===== config.mk =====
export PLATFORM = sky130hd
export DESIGN_NAME = n_bit_seq_div
export DESIGN_NICKNAME = d
export VERILOG_FILES = /design/src/rtl/n_bit_seq_div_pkg.sv /design/src/rtl/n_bit_pipo.sv /design/src/rtl/n_bit_seq_div.sv
export SDC_FILE = /design/constraint.sdc
export NUM_CORES = 1
export LEC_CHECK = 0
export ABC_AREA = 1
export ABC_CLOCK_PERIOD_IN_PS = 1950
export CAP_MARGIN = 20
export CELL_PAD_IN_SITES_DETAIL_PLACEMENT = 0
export CELL_PAD_IN_SITES_GLOBAL_PLACEMENT = 1
export CORE_ASPECT_RATIO = 1.5
export CORE_MARGIN = 2
export CORE_UTILIZATION = 40
export CTS_CLUSTER_SIZE = 40
export DETAILED_ROUTE_END_ITERATION = 7
export MAX_ROUTING_LAYER = met4
export PLACE_DENSITY_LB_ADDON = 0.3
export SYNTH_ARGS = -nofsm -noshare
export SYNTH_HDL_FRONTEND = slang
export SYNTH_HIERARCHICAL = 1
export SYNTH_SLANG_ARGS = --single-unit

===== constraint.sdc =====
create_clock -name clk -period 1.95 [get_ports clk]
set_input_delay 0.39 -clock clk [delete_from_list [all_inputs] [get_ports clk]]
set_output_delay 0.39 -clock clk [all_outputs]
set_load 0.01 [all_outputs]

===== src/rtl/n_bit_seq_div_pkg.sv =====
// Shared constants for the sequential arithmetic blocks: FSM encodings
// and counter sizing for the restoring divider.
package n_bit_seq_div_pkg;

    typedef enum logic [1:0] {
        ST_IDLE   = 2'd0,
        ST_DIVIDE = 2'd1,
        ST_DONE   = 2'd2
    } div_state_t;

    // Iteration counter width: must count 0..N-1 with one bit of headroom.
    function automatic int div_cnt_width(input int n);
        return $clog2(n) + 1;
    endfunction

endpackage


===== src/rtl/n_bit_pipo.sv =====
// Parallel-in / parallel-out register with load enable and synchronous clear.
module n_bit_pipo #(
    parameter int N = 8
) (
    input  logic         clk,
    input  logic         clr_n,
    input  logic         load,
    input  logic [N-1:0] d,
    output logic [N-1:0] q
);

    // Clear has priority; otherwise capture d when load is high.
    always_ff @(posedge clk) begin
        if (!clr_n)
            q <= '0;
        else if (load)
            q <= d;
    end

endmodule


===== src/rtl/n_bit_seq_div.sv =====
// Unsigned restoring divider, one quotient bit per clock, MSB first.
// Operands are loaded over a shared bus into two holding registers; a
// start copies them into the working registers so the holding registers
// can be reloaded while the result is on display.
module n_bit_seq_div
    import n_bit_seq_div_pkg::*;
#(
    parameter int N = 8
) (
    input  logic         clk,
    input  logic         clr_n,
    input  logic [N-1:0] data_in,
    input  logic         load_a,
    input  logic         load_b,
    input  logic         start,
    output logic [N-1:0] quotient,
    output logic [N-1:0] remainder,
    output logic         busy,
    output logic         done,
    output logic         div_by_zero
);

    localparam int CW = div_cnt_width(N);

    div_state_t      state, state_nxt;
    logic [N-1:0]    a_q, b_q;
    logic [N-1:0]    rem_w, q_w, div_w;
    logic [CW-1:0]   cnt;
    logic            dbz_q;
    logic            accept;
    logic            load_a_en, load_b_en;
    logic            b_is_zero;
    logic [N:0]      rem_shift;
    logic signed [N:0] trial;

    // Loads are locked out while a division is running.
    assign load_a_en = load_a & ~busy;
    assign load_b_en = load_b & ~busy;
    assign b_is_zero = (b_q == '0);

    n_bit_pipo #(.N(N)) u_reg_a (
        .clk   (clk),
        .clr_n (clr_n),
        .load  (load_a_en),
        .d     (data_in),
        .q     (a_q)
    );

    n_bit_pipo #(.N(N)) u_reg_b (
        .clk   (clk),
        .clr_n (clr_n),
        .load  (load_b_en),
        .d     (data_in),
        .q     (b_q)
    );

    // Shift {rem, q} left by one; the partial remainder gains q's MSB.
    // rem < divisor always holds, so N+1 bits are enough for the trial
    // subtraction and its top bit is a valid sign.
    assign rem_shift = {rem_w, q_w[N-1]};
    assign trial     = $signed(rem_shift - {1'b0, div_w});

    // State register.
    always_ff @(posedge clk) begin
        if (!clr_n)
            state <= ST_IDLE;
        else
            state <= state_nxt;
    end

    // Next-state decode and status outputs.
    always_comb begin
        state_nxt = state;
        accept    = 1'b0;
        busy      = 1'b0;
        done      = 1'b0;
        case (state)
            ST_IDLE, ST_DONE: begin
                done = (state == ST_DONE);
                if (start) begin
                    accept    = 1'b1;
                    state_nxt = b_is_zero ? ST_DONE : ST_DIVIDE;
                end
            end
            ST_DIVIDE: begin
                busy = 1'b1;
                if (cnt == CW'(N - 1))
                    state_nxt = ST_DONE;
            end
            default: state_nxt = ST_IDLE;
        endcase
    end

    // Working registers: capture operands on an accepted start, then one
    // restoring step per DIVIDE cycle.
    always_ff @(posedge clk) begin
        if (!clr_n) begin
            rem_w <= '0;
            q_w   <= '0;
            div_w <= '0;
            cnt   <= '0;
            dbz_q <= 1'b0;
        end else if (accept) begin
            cnt   <= '0;
            div_w <= b_q;
            if (b_is_zero) begin
                q_w   <= '1;
                rem_w <= a_q;
                dbz_q <= 1'b1;
            end else begin
                q_w   <= a_q;
                rem_w <= '0;
                dbz_q <= 1'b0;
            end
        end else if (busy) begin
            cnt <= cnt + 1'b1;
            if (!trial[N]) begin
                rem_w <= trial[N-1:0];
                q_w   <= {q_w[N-2:0], 1'b1};
            end else begin
                rem_w <= rem_shift[N-1:0];
                q_w   <= {q_w[N-2:0], 1'b0};
            end
        end
    end

    assign quotient    = q_w;
    assign remainder   = rem_w;
    assign div_by_zero = dbz_q;

endmodule


==> impl_metrics.ini <==
[outcome]
status = finished clean

[routing]
wire_per_inst_um = 12.3
dr.pass1.iters = 4
drt_iter0_markers = 69
ant_nets = 0
dr_total_vias = 2410
vias_per_cell = 4.75
drc = 0
drt-total-wl_mm = 6.22

[layout]
fillers = 672
antenna-diode-count = 0
multi_input_area_um2 = 1450
area_delta_synth_final_pct = 23.9
nNetsFinal = 453
register_area_um2 = 943
drive_above_1_share_pct = 15.8
stdcell_area_um2 = 3280

[clock_network]
htreeDepth = 2
clk_latency_ns = 0.31
path_clk_slew_ns = 0.10
cts_buffer_depth = 2
clockRootBuffer = clkbuf_8
cts_tree = built
cts_made_buffers = 5
numClockSinks = 47

[sta]
grt_setup_unrepaired = true
tns_ns = 0
timing.slew.headroom_pct = 78.2
hold_viol_final = 0
finalSetupViolCount = 0
finalCritPeriodShare_pct = 96.0
fin_worst_skew_ns = 0.0137
final_max_slew_viol_count = 0
fmaxAchievable_ghz = 0.534
worst-slew-pin-transition_ns = 0.325
layout_min_cycle_time_ns = 1.87

[yosys]
avgSynthCellArea_um2 = 6.75
ys_seq_area_share_pct = 35.6
syn-num-nets = 415
synth_edf_count = 0
postSynthCellCount = 392
ys_ff_latch = 47
synthArstFlopShare_pct = 0
synthFlopType = dfxtp_1
synthDistinctLibCells = 33
syn_area_um2 = 2650
yosys_warnings = 6

[global_routing]
antenna_found_initial = 0
grtUsageTotal_pct = 19.0
grt_pass1_vias = 2329
grt_max_degree = 42
grt_pass1_wl_mm = 11.1
gr-total-overflow = 0

[floorplanning]
ioPinCount = 32
dieArea_um2 = 7290
die_w_um = 70.4
die_y_um = 104
core-area_um2 = 6440
start_util_pct = 41.1
placementRows = 36

[setup_path]
critical_path.max_fanout = 8
worst-path-stages = 12
cp_slowest_cell = fa_2
crit_path_max_incr_delay_ns = 0.37
r2r_slack_ns = 0.08
worstRegToRegCells = 12
path_cells = inv_2 -> ha_4 -> inv_2 -> fa_2 -> nand2_2 -> nand2_4 -> nand3_4 -> nand3_4 -> nand2_8 -> buf_6 -> nand2_2 -> a31oi_1
worstPathRequired_ns = 2.18
cp_num_buf_inv = 3
r2r_start = quotient[7]$_SDFFE_PN0P_
cpLargestDelayFamily = simple AND/OR/NAND/NOR gates
setup.worst_path.start = quotient[7]$_SDFFE_PN0P_
critPathLaunchType = flip-flop
worstSetupPathType = flip-flop to flip-flop
crit_arrival_ns = 2.11
cp-end-kind = flip-flop

[place]
gp_congestion = 0.902
dpl_cell_area_um2 = 3010
io_buffers = 31
hpwl_mm = 4.73

[power]
total_power_w = 0.00516
p_leak_nw = 1.53
power_density_nw_per_um2 = 1570
peakVddDrop_mv = 0.613

[hold_path]
min_from = div_w[7]$_SDFFE_PN0P_
hp-class = flip-flop to flip-flop
min_path_cells = 2

[run]
maxCapViolCount = 0
## metrics by stage
stage | cells | util, % | setup slack [ns] | hold slack [ns]
floorplan | 392 | - | 0.159 | 0.433
global placement | 496 | 46.7 | 0.0426 | 0.456
detailed placement | 496 | 46.7 | -0.0180 | 0.459
CTS | 504 | 48.7 | 0.0185 | 0.470
global route | 507 | 50.9 | -0.0395 | 0.514
finish | 507 | 50.9 | 0.0775 | 0.469
## tightest hold or removal path: stages, from the launching register on
cell     delay, ns
dfxtp_1       0.30
inv_1         0.07
a21oi_1       0.06
## cell families (layout without fill, tap and decap cells)
kind of cell	count (synthesis)	count (layout)	share of synthesized area (%)
AOI/OAI and AO/OA	65	65	13.4
adders and majority gates	10	10	5.01
DFF	47	47	35.6
xor gates and xnor gates	3	3	0.994
and+or+nand+nor	187	187	30.4
buffers and inverters	80	119	14.6
## report_power, final
| group | internal (W) | switching [W] | leakage [nW] |
|---|---|---|---|
| registers | 0.00117 | 0.000199 | 0.389 |
| logic | 0.00128 | 0.00178 | 1.08 |
| clock network | 0.000386 | 0.000351 | 0.0548 |
## cells in the final DEF (no fill, tap or decap), drive strengths merged, types with 9 or more instances in the layout
| cell type | instances |
|---|---|
| nand2 | 110 |
| inv | 67 |
| nor2 | 56 |
| dfxtp | 47 |
| clkdlybuf4s50 | 31 |
| o21ai | 27 |
| a21oi | 27 |
| buf | 14 |
| nand3 | 14 |
| ha | 9 |
## layout make-up
class | instances | area share [%]
inverter | 66 | 7.56
clock inverter | 3 | 1.41
clock buffer | 5 | 2.10
multi-input combinational | 265 | 44.1
tap | 76 | 2.90
timing repair buffer | 45 | 13.2
sequential | 47 | 28.8
## timing repair
item	4_1_cts	5_1_grt
gates resized for setup	3	28
buffers inserted	0	3
hold buffers	0	0
endpoints found under the setup margin	7	9
pin swaps	1	14
## flip-flops by register name (all words and copies together), names as in the netlist
name / count
remainder: 8
u_reg_b/q: 8
quotient: 8
div_by_zero: 1
div_w: 8
u_reg_a/q: 8
cnt: 4
state: 2
## synthesized netlist by cell type (2+ instances only)
cell type	instances	area, um2
nand2_1	97	364
inv_1	61	229
nor2_1	52	195
dfxtp_1	47	941
a21oi_1	25	125
o21ai_0	24	120
nand3_1	13	65.1
nand2_2	11	68.8
ha_1	9	113
o22ai_1	7	43.8
inv_2	5	18.8
buf_6	4	45.0
buf_8	4	60.1
a31oi_1	3	18.8
nor2_2	3	18.8
o21ai_1	3	15.0
buf_2	2	10.0
buf_4	2	15.0
clkbuf_1	2	7.51
nand2_4	2	22.5
nand3b_1	2	15.0
nand4_1	2	12.5
xnor2_1	2	17.5
## path summary, 6_finish.rpt
| kind | end |
|---|---|
| min | div_w[7]$_SDFFE_PN0P_ |
| min reg2reg | div_w[7]$_SDFFE_PN0P_ |
| max reg2reg | quotient[0]$_SDFFE_PN0P_ |
| max | quotient[0]$_SDFFE_PN0P_ |
## per-layer routing
layer | global-route usage, % | vias to the layer above | share of wire, %
li1 | - | 1293 | -
met1 | 22.9 | 1073 | 44
met2 | 32.7 | 37 | 51
met3 | 2.14 | 7 | 2.5
met4 | 6.18 | 0 | 1.9
met5 | - | - | 0
Note: power is estimated with default switching activity, not from simulation.
